--- config.mk ---
export PLATFORM = sky130hd
export DESIGN_NAME = reg_bank_pipelined
export DESIGN_NICKNAME = d
export VERILOG_FILES = /design/src/rtl/reg_bank_pipelined.sv
export SDC_FILE = /design/constraint.sdc
export NUM_CORES = 1
export LEC_CHECK = 0
export CAP_MARGIN = 20
export CORE_ASPECT_RATIO = 0.6
export CORE_UTILIZATION = 30
export CTS_CLUSTER_DIAMETER = 30
export DETAILED_ROUTE_END_ITERATION = 8
export PLACE_DENSITY = 0.56
export REMOVE_ABC_BUFFERS = 1
export SLEW_MARGIN = 40
export SYNTH_ARGS = -nofsm -noshare
export SYNTH_HDL_FRONTEND = slang
export SYNTH_SLANG_ARGS = --single-unit
--- constraint.sdc ---
create_clock -name CLK -period 2.5 [get_ports CLK]
set_input_delay 0.5 -clock CLK [delete_from_list [all_inputs] [get_ports CLK]]
set_output_delay 0.5 -clock CLK [all_outputs]
set_load 0.03 [all_outputs]
--- src/rtl/reg_bank_pipelined.sv ---
`default_nettype none
// ============================================================================
//  Module      : reg_bank_pipelined
//  Description : Parametrised register bank with per-register reset values,
//                bus read-only mask, bit-level bus write mask, 1/2-cycle read
//                pipeline, error pulses and a hardware status-update port.
//  Revision    : 1.0  initial release
// ============================================================================
module reg_bank_pipelined #(
  parameter int                     WIDTH   = 8,
  parameter int                     DEPTH   = 16,
  parameter int                     ADDR    = 4,
  parameter int                     RD_LAT  = 1,
  parameter int                     NUM_OUT = 4,
  parameter logic [WIDTH*DEPTH-1:0] RST_VAL = (WIDTH*DEPTH)'(32'h2081_0000),
  parameter logic [DEPTH-1:0]       RO_MASK = '0
) (
  input  logic                     CLK,
  input  logic                     RST,
  input  logic                     WrEn,
  input  logic                     RdEn,
  input  logic [ADDR-1:0]          Address,
  input  logic [WIDTH-1:0]         WrData,
  input  logic [WIDTH-1:0]         WrMask,
  input  logic                     HwWrEn,
  input  logic [ADDR-1:0]          HwAddr,
  input  logic [WIDTH-1:0]         HwData,
  output logic [WIDTH-1:0]         RdData,
  output logic                     RdData_VLD,
  output logic                     Wr_Ack,
  output logic                     Err,
  output logic [NUM_OUT*WIDTH-1:0] REG_OUT
);

  logic [WIDTH-1:0] r_regs [DEPTH];

  logic             w_addr_ok;
  logic             w_ro_hit;
  logic [WIDTH-1:0] w_rd_data;
  logic             w_both;
  logic             w_rd_req;
  logic             w_wr_req;
  logic             w_wr_ok;
  logic             w_req_err;

  logic             r_wr_ack;
  logic             r_req_err;
  logic             r_s1_vld;
  logic             r_s1_err;
  logic [WIDTH-1:0] r_s1_data;

  logic             w_pipe_vld;
  logic             w_pipe_err;
  logic [WIDTH-1:0] w_pipe_data;

  // Decode the bus address: range check, read-only lookup and read mux.
  // Out-of-range addresses match no register, so the read mux yields zero.
  always_comb begin
    w_addr_ok = 1'b0;
    w_ro_hit  = 1'b0;
    w_rd_data = '0;
    for (int i = 0; i < DEPTH; i++) begin
      if (Address == ADDR'(i)) begin
        w_addr_ok = 1'b1;
        w_ro_hit  = RO_MASK[i];
        w_rd_data = r_regs[i];
      end
    end
  end

  // Simultaneous read and write is a protocol error and does nothing.
  assign w_both    = WrEn & RdEn;
  assign w_rd_req  = RdEn & ~WrEn;
  assign w_wr_req  = WrEn & ~RdEn;
  assign w_wr_ok   = w_wr_req & w_addr_ok & ~w_ro_hit;
  assign w_req_err = w_both | (w_wr_req & ~(w_addr_ok & ~w_ro_hit));

  // Register array: hardware update overrides a bus write to the same register.
  always_ff @(posedge CLK) begin
    if (!RST) begin
      for (int i = 0; i < DEPTH; i++) begin
        r_regs[i] <= RST_VAL[i*WIDTH +: WIDTH];
      end
    end else begin
      for (int i = 0; i < DEPTH; i++) begin
        if (HwWrEn && (HwAddr == ADDR'(i))) begin
          r_regs[i] <= HwData;
        end else if (w_wr_ok && (Address == ADDR'(i))) begin
          r_regs[i] <= (r_regs[i] & ~WrMask) | (WrData & WrMask);
        end
      end
    end
  end

  // Write acknowledge and immediate (write / collision) error pulses.
  always_ff @(posedge CLK) begin
    if (!RST) begin
      r_wr_ack  <= 1'b0;
      r_req_err <= 1'b0;
    end else begin
      r_wr_ack  <= w_wr_ok;
      r_req_err <= w_req_err;
    end
  end

  // First read stage: samples the pre-update array value; data holds between reads.
  always_ff @(posedge CLK) begin
    if (!RST) begin
      r_s1_vld  <= 1'b0;
      r_s1_err  <= 1'b0;
      r_s1_data <= '0;
    end else begin
      r_s1_vld <= w_rd_req;
      r_s1_err <= w_rd_req & ~w_addr_ok;
      if (w_rd_req) begin
        r_s1_data <= w_rd_data;
      end
    end
  end

  generate
    if (RD_LAT == 1) begin : g_lat1
      assign w_pipe_vld  = r_s1_vld;
      assign w_pipe_err  = r_s1_err;
      assign w_pipe_data = r_s1_data;
    end else if (RD_LAT == 2) begin : g_lat2
      logic             r_s2_vld;
      logic             r_s2_err;
      logic [WIDTH-1:0] r_s2_data;

      // Second read stage: forwards stage-one results, holding data when idle.
      always_ff @(posedge CLK) begin
        if (!RST) begin
          r_s2_vld  <= 1'b0;
          r_s2_err  <= 1'b0;
          r_s2_data <= '0;
        end else begin
          r_s2_vld <= r_s1_vld;
          r_s2_err <= r_s1_err;
          if (r_s1_vld) begin
            r_s2_data <= r_s1_data;
          end
        end
      end

      assign w_pipe_vld  = r_s2_vld;
      assign w_pipe_err  = r_s2_err;
      assign w_pipe_data = r_s2_data;
    end else begin : g_bad_lat
      $error("reg_bank_pipelined: RD_LAT must be 1 or 2");
      assign w_pipe_vld  = 1'b0;
      assign w_pipe_err  = 1'b0;
      assign w_pipe_data = '0;
    end
  endgenerate

  assign RdData     = w_pipe_data;
  assign RdData_VLD = w_pipe_vld;
  assign Wr_Ack     = r_wr_ack;
  // A read error lines up with its data; a write error from a later request may coincide.
  assign Err        = r_req_err | (w_pipe_vld & w_pipe_err);

  generate
    for (genvar g = 0; g < NUM_OUT; g++) begin : g_reg_out
      assign REG_OUT[g*WIDTH +: WIDTH] = r_regs[g];
    end
  endgenerate

endmodule
`default_nettype wire

# Word-level counts from Yosys, hierarchy flattened
# Memory sizes are Yosys's and may differ from the RTL's.
# Index checks and enable logic that the tools add are counted.
# classes
eq_ne	30
mux	177
bitwise_logic	78
n_reduce_logical	34
# op_table
operator	n
$mux W8	48
$and A8 B8 Y8	17
$mux W1	129
$or A8 B8 Y8	16
$eq A4 B4 Y1 const B	16
$or A1 B1 Y1	34
$eq A4 B3 Y1 const B	8
$logic_and A1 B1 Y1	32
$eq A4 B2 Y1 const B	4
$eq A4 B1 Y1 const B	2
$logic_not A4 Y1	2
$not A8 Y8	1
$and A1 B1 Y1	7
$not A1 Y1	3
# word_totals
regBits	12
ramBits	128
in_bits	37
out_inout_bits	43
elab_cells	325
n_memories	1
# mem_list
name	words	width	read_ports	rd_clocked_by_memory_dff	write_ports	line_no	rtl
r_regs	16	8	16	0	16	35	logic [WIDTH-1:0] r_regs [DEPTH];

# Logic depth before layout (Yosys ltp)
# Gate-level depths: netlist of the first run.
# depth
depth_word	24
mapped_depth	9

# Least setup slack after synthesis of the first run
# No wires, ideal clock.
# synth_timing
path_type	input port to flip-flop
startpoint	input port HwAddr[0]
endpoint	memory r_regs[10][1] (netlist: r_regs[0][81]), data pin
setup_ns	0.256
arrival_time_ns	1.668
t_required_ns	2.244
setup_slack_ns	0.577
path_stages	7
cell_sequence	clkbuf_2 -> and2b_1 -> nand2_1 -> and3_1 -> buf_2 -> buf_4 -> o211a_1
# synth_rtl
item	line_no	rtl
start: declaration	26	input logic [ADDR-1:0] HwAddr,
end: declaration	35	

==> flow_results.xml, run 1 <==
<?xml version="1.0" encoding="UTF-8"?>
<metrics>
  <group name="layout">
    <metric name="layout-drive-gt1-share" unit="%">16.8</metric>
    <metric name="multi_input_comb_area" unit="mm²">0.00390</metric>
    <metric name="antenna-diode-count" unit="">0</metric>
    <metric name="layout.core_utilization" unit="%">39.3</metric>
    <metric name="final_area" unit="mm²">0.0110</metric>
    <metric name="num-fill-cells" unit="">2807</metric>
    <metric name="area.growth.synth_to_final" unit="%">26.5</metric>
    <metric name="final-seq-area" unit="mm²">0.00408</metric>
    <metric name="num-nets-final" unit="">1091</metric>
    <metric name="post_layout_cell_count" unit="">1434</metric>
  </group>
  <group name="die">
    <metric name="start_util" unit="%">31.1</metric>
    <metric name="die_h" unit="µm">134</metric>
    <metric name="dieArea" unit="mm²">0.0298</metric>
    <metric name="core.rowCount" unit="">47</metric>
    <metric name="ioPinCount" unit="">80</metric>
    <metric name="fp.coreArea" unit="mm²">0.0281</metric>
    <metric name="floorplan.die.width" unit="µm">222</metric>
  </group>
  <group name="yosys">
    <metric name="seq_area_frac_synth" unit="%">46.8</metric>
    <metric name="netlist_top_cells_count" unit="">a21oi_1, edfxtp_1, nand2_1</metric>
    <metric name="post_synth_and_or_nand_nor_area_fraction" unit="%">15.7</metric>
    <metric name="synth.avg_cell_area" unit="µm²">9.07</metric>
    <metric name="postSynthCellCount" unit="">961</metric>
    <metric name="synth_seq_cells" unit="">140</metric>
    <metric name="synth.area.top_cells" unit="">edfxtp_1, a21oi_1, o21ai_0</metric>
    <metric name="synth_largest_type_area_fraction" unit="%">44.1</metric>
    <metric name="synth_top_family_by_area" unit="">compound AO/OA/AOI/OAI gates</metric>
    <metric name="synth-edff-count" unit="">128</metric>
    <metric name="synth-async-reset-ratio" unit="%">0</metric>
    <metric name="compound_gate_portion_of_the_synthesized_area" unit="%">24.7</metric>
    <metric name="synth.mux.area_fraction" unit="%">4.26</metric>
    <metric name="synth.yosys.warnings" unit="">0</metric>
    <metric name="synth_most_common_cell" unit="">a21oi_1</metric>
    <metric name="ys_types" unit="">70</metric>
    <metric name="synthFlopType" unit="">edfxtp_1</metric>
    <metric name="area_share_of_fa_ha_maj_cells_after_synthesis" unit="%">0</metric>
    <metric name="yosys.area.top_type" unit="">edfxtp_1</metric>
    <metric name="synth_area" unit="mm²">0.00872</metric>
    <metric name="post_synthesis_xor_xnor_area_fraction" unit="%">0</metric>
  </group>
  <group name="placed_design">
    <metric name="preCtsSetupSlack" unit="ns">-0.0981</metric>
    <metric name="port-buffer-count" unit="">79</metric>
    <metric name="hpwlAfterDp" unit="µm">27000</metric>
    <metric name="place_inst" unit="">1402</metric>
    <metric name="place.gp.congestion" unit="">0.992</metric>
    <metric name="placement.cell_area" unit="mm²">0.0105</metric>
  </group>
  <group name="critical_path">
    <metric name="path_class" unit="">input pin to register</metric>
    <metric name="critPathCaptureType" unit="">register</metric>
    <metric name="crit_path_start_kind" unit="">input pin</metric>
    <metric name="arrival" unit="ns">2.51</metric>
    <metric name="worst-path-max-fanout" unit="">8</metric>
    <metric name="cp_data_required_time" unit="ns">2.80</metric>
  </group>
  <group name="drt">
    <metric name="drtIter0Drc" unit="">1289</metric>
    <metric name="avgViaCountPerCell" unit="">5.92</metric>
    <metric name="post-route-drc-count" unit="">0</metric>
    <metric name="drtPass1Iterations" unit="">5</metric>
    <metric name="antenna_violating_nets_post_route" unit="">0</metric>
    <metric name="via_count" unit="">8488</metric>
    <metric name="route.final.wire_length" unit="µm">38000</metric>
    <metric name="route.detailed.wl_per_inst" unit="µm">26.5</metric>
  </group>
  <group name="run">
    <metric name="max_cap_viol_count" unit="">0</metric>
  </group>
  <group name="sta">
    <metric name="setup-violations-final" unit="">0</metric>
    <metric name="slew_violations" unit="">0</metric>
    <metric name="timing.setup.tns" unit="ns">0</metric>
    <metric name="worst_pin_slew" unit="ns">0.823</metric>
    <metric name="hold_viol" unit="">0</metric>
    <metric name="final_worst_setup_slack" unit="ns">0.292</metric>
    <metric name="slew_headroom" unit="%">44.9</metric>
    <metric name="unrepaired_setup_endpoints_after_global_routing" unit="">no</metric>
    <metric name="timing.fmax" unit="GHz">0.453</metric>
    <metric name="worst_clock_skew" unit="ns">0.00656</metric>
    <metric name="timing.final.crit_period" unit="ns">2.21</metric>
    <metric name="period_share" unit="%">88.3</metric>
    <metric name="timing.hold.ws" unit="ns">0.498</metric>
  </group>
  <group name="global_route">
    <metric name="grt_max_degree" unit="">29</metric>
    <metric name="grt_first_pass_wirelength" unit="µm">55300</metric>
    <metric name="groute.usage.overall" unit="%">25.9</metric>
    <metric name="number_of_global_route_vias_before_repair" unit="">7913</metric>
    <metric name="antenna_found_initial" unit="">0</metric>
    <metric name="overflow" unit="">0</metric>
  </group>
  <group name="clocking">
    <metric name="cts.reportedPaths.clkPinSlew" unit="ns">0.06</metric>
    <metric name="numClockSinks" unit="">140</metric>
    <metric name="clk_root_buffer_cell" unit="">clkbuf_16</metric>
    <metric name="ctsLongestPathBuffers" unit="">2</metric>
    <metric name="tritoncts_clock_tree" unit="">yes</metric>
    <metric name="clkLatencyLatePin" unit="ns">0.45</metric>
    <metric name="cts_resized" unit="">0</metric>
    <metric name="post_cts_hold_buffer_count" unit="">0</metric>
    <metric name="cts_htree_levels" unit="">4</metric>
    <metric name="cts_inserted_buffers" unit="">17</metric>
    <metric name="setup_bufs_post_cts" unit="">0</metric>
  </group>
  <group name="power">
    <metric name="p_total" unit="mW">6.53</metric>
    <metric name="power.leakage" unit="nW">3.86</metric>
    <metric name="pwr_density_cell" unit="mW/mm²">592</metric>
    <metric name="ir_worst_vdd" unit="mV">0.364</metric>
  </group>
  <group name="outcome">
    <metric name="outcome" unit="">finished, final reports clean</metric>
  </group>
  <group name="min_path">
    <metric name="hp-class" unit="">register to register</metric>
  </group>
</metrics>
==> metal layers <==
metal  share of wire (%)  global-route usage (%)  up-vias
met5                   0                       0        -
met2                  37                    32.9      638
li1                    -                       -     3692
met4                 1.7                    6.29        0
met3                  15                    8.83       40
met1                  46                    40.3     4118
==> power by group <==
part / leakage, nW / total [mW] / switching (mW) / internal [mW]
sequential: 1.38 / 2.84 / 0.123 / 2.71
combinational: 2.22 / 1.16 / 0.710 / 0.447
clock: 0.262 / 2.54 / 1.08 / 1.45
total: 3.86 / 6.53 / 1.92 / 4.61
==> flip-flops by register name, summed over array words and instances (netlist names), named ones only <==
signal      cells
r_s1_err        1
Wr_Ack          1
RdData          8
RdData_VLD      1
r_req_err       1
r_regs        120
==> critical path, cell delays in order <==
cell             delay (ns)
clkdlybuf4s50_1        0.49
buf_4                  0.20
nor2_1                 0.26
nand2_1                0.17
nor2_1                 0.66
nand2_1                0.13
o21ai_0                0.10
==> cells by family (layout without fill, tap and decap cells) <==
logic type	after synthesis	after routing
flip-flops	140	140
AO/OA/AOI/OAI	358	358
other	1	1
AND/OR/NAND/NOR	300	300
multiplexers	26	26
buffers and inverters	136	242
==> path summary, 6_finish.rpt <==
check	cells past startpoint	endpoint	start	slack, ns
worst max register to register	6	RdData[0]$_SDFFE_PN0P_	r_regs[0][24]$_SDFFCE_PN0P_	0.76
worst max-delay path	7	r_regs[0][33]$_SDFFCE_PN0P_	HwAddr[0]	0.29
worst min register to register	2	RdData[0]$_SDFFE_PN0P_	RdData[0]$_SDFFE_PN0P_	0.50
worst min-delay path	2	RdData[0]$_SDFFE_PN0P_	RdData[0]$_SDFFE_PN0P_	0.50
==> cells in the final DEF (no fill, tap or decap), drive strengths merged, types with 3 or more instances in the layout <==
| master | n |
|---|---|
| mux2 | 9 |
| a22oi | 4 |
| a31oi | 3 |
| and3 | 6 |
| o211ai | 12 |
| o32ai | 3 |
| nand2 | 129 |
| nor3b | 3 |
| o22ai | 10 |
| a221oi | 6 |
| edfxtp | 128 |
| clkdlybuf4s50 | 77 |
| mux4 | 8 |
| o21ai | 102 |
| clkbuf | 19 |
| dfxtp | 12 |
| buf | 115 |
| inv | 17 |
| nor3 | 4 |
| nand3 | 35 |
| mux2i | 9 |
| nor2 | 90 |
| nand2b | 5 |
| clkinv | 8 |
| clkinvlp | 4 |
| nor2b | 7 |
| a21oi | 140 |
| a21o | 3 |
| a211oi | 51 |
| and2 | 10 |
==> cell type report <==
cell class / count / share of cell area [%]
Inverter: 18 / 0.613
Multi-Input combinational cell: 685 / 35.4
Timing Repair Buffer: 192 / 17.7
Clock inverter: 13 / 1.13
Sequential cell: 140 / 37.0
Tap cell: 367 / 4.16
Clock buffer: 19 / 3.93
No activity file was read; power rests on OpenSTA's default activity.
==> run 2, diff against run 1 <==
--- a/config.mk
+++ b/config.mk
@@ -5,8 +5,10 @@
 export SDC_FILE = /design/constraint.sdc
 export NUM_CORES = 1
 export LEC_CHECK = 0
+export ABC_CLOCK_PERIOD_IN_PS = 2500
 export CAP_MARGIN = 20
 export CORE_ASPECT_RATIO = 0.6
+export CORE_MARGIN = 4
 export CORE_UTILIZATION = 30
 export CTS_CLUSTER_DIAMETER = 30
 export DETAILED_ROUTE_END_ITERATION = 8
==> run 2 against run 1 <==
Net effect: combinational power about the same; routed wire length increased by 1.1%; critical path depth increased by 1; clock-buffer cell count shrank 2; die area up 7.3%; cell count grew 1.4%; non-clock buffer count grew 12; first-iteration DRC count is 14% lower; largest cell class unchanged; largest power group unchanged; highest routed layer unchanged.
==> flow_results.xml, run 2 (synthesized netlist as in run 1, its figures left out) <==
<?xml version="1.0" encoding="UTF-8"?>
<metrics>
  <group name="drt">
    <metric name="post-route-drc-count" unit="">0</metric>
    <metric name="drtIter0Drc" unit="">1111</metric>
    <metric name="drtPass1Iterations" unit="">6</metric>
    <metric name="avgViaCountPerCell" unit="">5.89</metric>
    <metric name="route.detailed.wl_per_inst" unit="µm">26.4</metric>
    <metric name="route.final.wire_length" unit="µm">38400</metric>
    <metric name="antenna_violating_nets_post_route" unit="">0</metric>
    <metric name="via_count" unit="">8564</metric>
  </group>
  <group name="sta">
    <metric name="setup-violations-final" unit="">0</metric>
    <metric name="slew_violations" unit="">0</metric>
    <metric name="worst_clock_skew" unit="ns">0.00761</metric>
    <metric name="final_worst_setup_slack" unit="ns">0.213</metric>
    <metric name="unrepaired_setup_endpoints_after_global_routing" unit="">no</metric>
    <metric name="slew_headroom" unit="%">58.0</metric>
    <metric name="hold_viol" unit="">0</metric>
    <metric name="period_share" unit="%">91.5</metric>
    <metric name="worst_pin_slew" unit="ns">0.630</metric>
    <metric name="timing.final.crit_period" unit="ns">2.29</metric>
    <metric name="timing.fmax" unit="GHz">0.437</metric>
  </group>
  <group name="critical_path">
    <metric name="path_class" unit="">input pin to register</metric>
    <metric name="cp_data_required_time" unit="ns">2.78</metric>
    <metric name="critPathCaptureType" unit="">register</metric>
    <metric name="crit-reg2reg-capture" unit="">RdData[0]$_SDFFE_PN0P_</metric>
    <metric name="buf_inv_on_cp" unit="">3</metric>
    <metric name="critical-path-max-stage-delay" unit="ns">0.52</metric>
    <metric name="crit_path_start_kind" unit="">input pin</metric>
    <metric name="worst-path-max-fanout" unit="">8</metric>
    <metric name="rr_worst_depth" unit="">6</metric>
    <metric name="cp_top_delay_family" unit="">simple AND/OR/NAND/NOR gates</metric>
    <metric name="r2r-start" unit="">r_regs[0][24]$_SDFFCE_PN0P_</metric>
    <metric name="cp_max_delay_cell" unit="">clkdlybuf4s50_1</metric>
    <metric name="arrival" unit="ns">2.57</metric>
    <metric name="crit_path_cell_trace" unit="">clkdlybuf4s50_1 &gt; buf_4 &gt; buf_4 &gt; nor2_1 &gt; nand2_1 &gt; nor2_1 &gt; nand2_1 &gt; o21ai_0</metric>
    <metric name="worst_case_register_to_register_setup_slack" unit="ns">0.69</metric>
  </group>
  <group name="power">
    <metric name="ir_worst_vdd" unit="mV">0.367</metric>
    <metric name="pwr_density_cell" unit="mW/mm²">595</metric>
    <metric name="pwr-share-seq" unit="%">42.9</metric>
    <metric name="power.leakage" unit="nW">3.95</metric>
    <metric name="share_clk_of_total_power" unit="%">39.5</metric>
    <metric name="relative_contribution_of_combinational_cells_to_total_power" unit="%">17.7</metric>
    <metric name="net_sw_power" unit="mW">1.91</metric>
    <metric name="power.share.switching" unit="%">28.8</metric>
    <metric name="cell_internal_pwr" unit="mW">4.71</metric>
  </group>
  <group name="clocking">
    <metric name="ctsLongestPathBuffers" unit="">2</metric>
    <metric name="numClockSinks" unit="">140</metric>
    <metric name="cts.reportedPaths.clkPinSlew" unit="ns">0.06</metric>
    <metric name="cts_resized" unit="">0</metric>
    <metric name="clk_root_buffer_cell" unit="">clkbuf_16</metric>
    <metric name="post_cts_hold_buffer_count" unit="">0</metric>
    <metric name="cts_htree_levels" unit="">4</metric>
    <metric name="setup_bufs_post_cts" unit="">0</metric>
    <metric name="cts_inserted_buffers" unit="">17</metric>
    <metric name="tritoncts_clock_tree" unit="">yes</metric>
    <metric name="clkLatencyLatePin" unit="ns">0.45</metric>
  </group>
  <group name="placed_design">
    <metric name="place_inst" unit="">1422</metric>
    <metric name="placement.cell_area" unit="mm²">0.0106</metric>
    <metric name="place.gp.congestion" unit="">0.976</metric>
    <metric name="port-buffer-count" unit="">79</metric>
    <metric name="hpwlAfterDp" unit="µm">27100</metric>
    <metric name="preCtsSetupSlack" unit="ns">-0.166</metric>
  </group>
  <group name="global_route">
    <metric name="number_of_global_route_vias_before_repair" unit="">8272</metric>
    <metric name="grt_first_pass_wirelength" unit="µm">56300</metric>
    <metric name="grt_max_degree" unit="">32</metric>
    <metric name="antenna_found_initial" unit="">0</metric>
    <metric name="overflow" unit="">0</metric>
    <metric name="groute.usage.overall" unit="%">23.9</metric>
  </group>
  <group name="layout">
    <metric name="most-common-layout-cells" unit="">a21oi_1, edfxtp_1, nand2_1, o21ai_0, buf_4</metric>
    <metric name="antenna-diode-count" unit="">0</metric>
    <metric name="layout-drive-gt1-share" unit="%">17.8</metric>
    <metric name="num-nets-final" unit="">1103</metric>
    <metric name="area.growth.synth_to_final" unit="%">27.7</metric>
    <metric name="final_area" unit="mm²">0.0111</metric>
    <metric name="num-fill-cells" unit="">2875</metric>
    <metric name="largest_register_ff_count" unit="">120</metric>
    <metric name="largest-register" unit="">r_regs</metric>
    <metric name="most_common_cell_after_layout_fill_and_taps_aside" unit="">a21oi_1</metric>
    <metric name="post_layout_cell_count" unit="">1454</metric>
  </group>
  <group name="die">
    <metric name="dieArea" unit="mm²">0.0319</metric>
    <metric name="start_util" unit="%">30.4</metric>
    <metric name="die_h" unit="µm">140</metric>
    <metric name="fp.coreArea" unit="mm²">0.0287</metric>
    <metric name="ioPinCount" unit="">80</metric>
    <metric name="floorplan.die.width" unit="µm">228</metric>
    <metric name="core.rowCount" unit="">48</metric>
  </group>
  <group name="min_path">
    <metric name="min_from" unit="">RdData[0]$_SDFFE_PN0P_</metric>
    <metric name="hp-class" unit="">register to register</metric>
    <metric name="hold_crit_depth" unit="">2</metric>
    <metric name="sink_of_the_worst_hold_path" unit="">RdData[0]$_SDFFE_PN0P_</metric>
  </group>
  <group name="outcome">
    <metric name="outcome" unit="">finished, final reports clean</metric>
  </group>
  <group name="run">
    <metric name="max_cap_viol_count" unit="">0</metric>
  </group>
</metrics>
run 2: changes by cell type in the layout (fill, tap and decap cells not counted), sizes merged:
cell      previous run  this run
buf                115       127
bufinv               2         3
clkbuf              19        17
clkinv               8        12
clkinvlp             4         1
run 2: tightest hold or removal path, delay by kind of cell, from the launching register on:
family | cells | cell delay [ns]
and+or+nand+nor | 1 | 0.06
DFF | 1 | 0.33
AOI/OAI and AO/OA | 1 | 0.08
run 2: per-layer routing:
metal / share of wire (%) / vias to the layer above / global-route usage [%] / wire length, µm
met4: 0.98 / 0 / 4.57 / 378
met3: 14 / 38 / 9.53 / 5490
met5: 0 / - / 0.446 / 0
met2: 39 / 617 / 31.7 / 15000
met1: 46 / 4186 / 36.2 / 17500
li1: - / 3723 / - / -
run 2: layout make-up:
| cell class | instances | area [µm²] | share of cell area, % |
|---|---|---|---|
| clock buffers | 17 | 425 | 3.82 |
| flip-flops and latches | 140 | 4080 | 36.7 |
| multi-input cells | 685 | 3900 | 35.0 |
| repair buffers | 204 | 2030 | 18.2 |
| well taps | 375 | 469 | 4.21 |
| clock inverters | 15 | 155 | 1.39 |
| inverters | 18 | 67.6 | 0.607 |
run 2: worst max-delay path by stage:
stage	cells past startpoint	slack, ns	to	startpoint
after floorplan	4	0.35	register	RST
after global placement	8	-0.13	r_regs[0][70]$_SDFFCE_PN0P_	HwAddr[0]
after detailed placement	8	-0.17	r_regs[0][46]$_SDFFCE_PN0P_	Address[2]
after CTS	1	0.29	REG_OUT[7]	r_regs[0][7]$_SDFFCE_PN0P_
after global routing	8	0.06	r_regs[0][35]$_SDFFCE_PN0P_	HwAddr[1]
final	8	0.21	r_regs[0][69]$_SDFFCE_PN0P_	HwAddr[0]
run 2: power groups by stage:
| stage | Sequential (mW) | Clock (mW) | Combinational (mW) |
|---|---|---|---|
| global placement | 2.87 | 0 | 1.13 |
| global route | 2.85 | 2.74 | 1.23 |
| finish | 2.84 | 2.62 | 1.17 |
| CTS | 2.83 | 2.63 | 1.14 |
| floorplan | 2.88 | 0 | 0.411 |
| detailed placement | 2.88 | 0 | 1.13 |
run 2: metrics by stage:
step           power (mW)  utilization [%]  hold slack (ns)  setup TNS, ns
2_1_floorplan        3.29                -            0.576              0
3_3_place_gp         4.00             36.8            0.476          -2.92
3_5_place_dp         4.01             36.8            0.499          -6.01
4_1_cts              6.60             38.8            0.520              0
5_1_grt              6.82             38.8            0.549              0
6_report             6.62             38.8            0.523              0
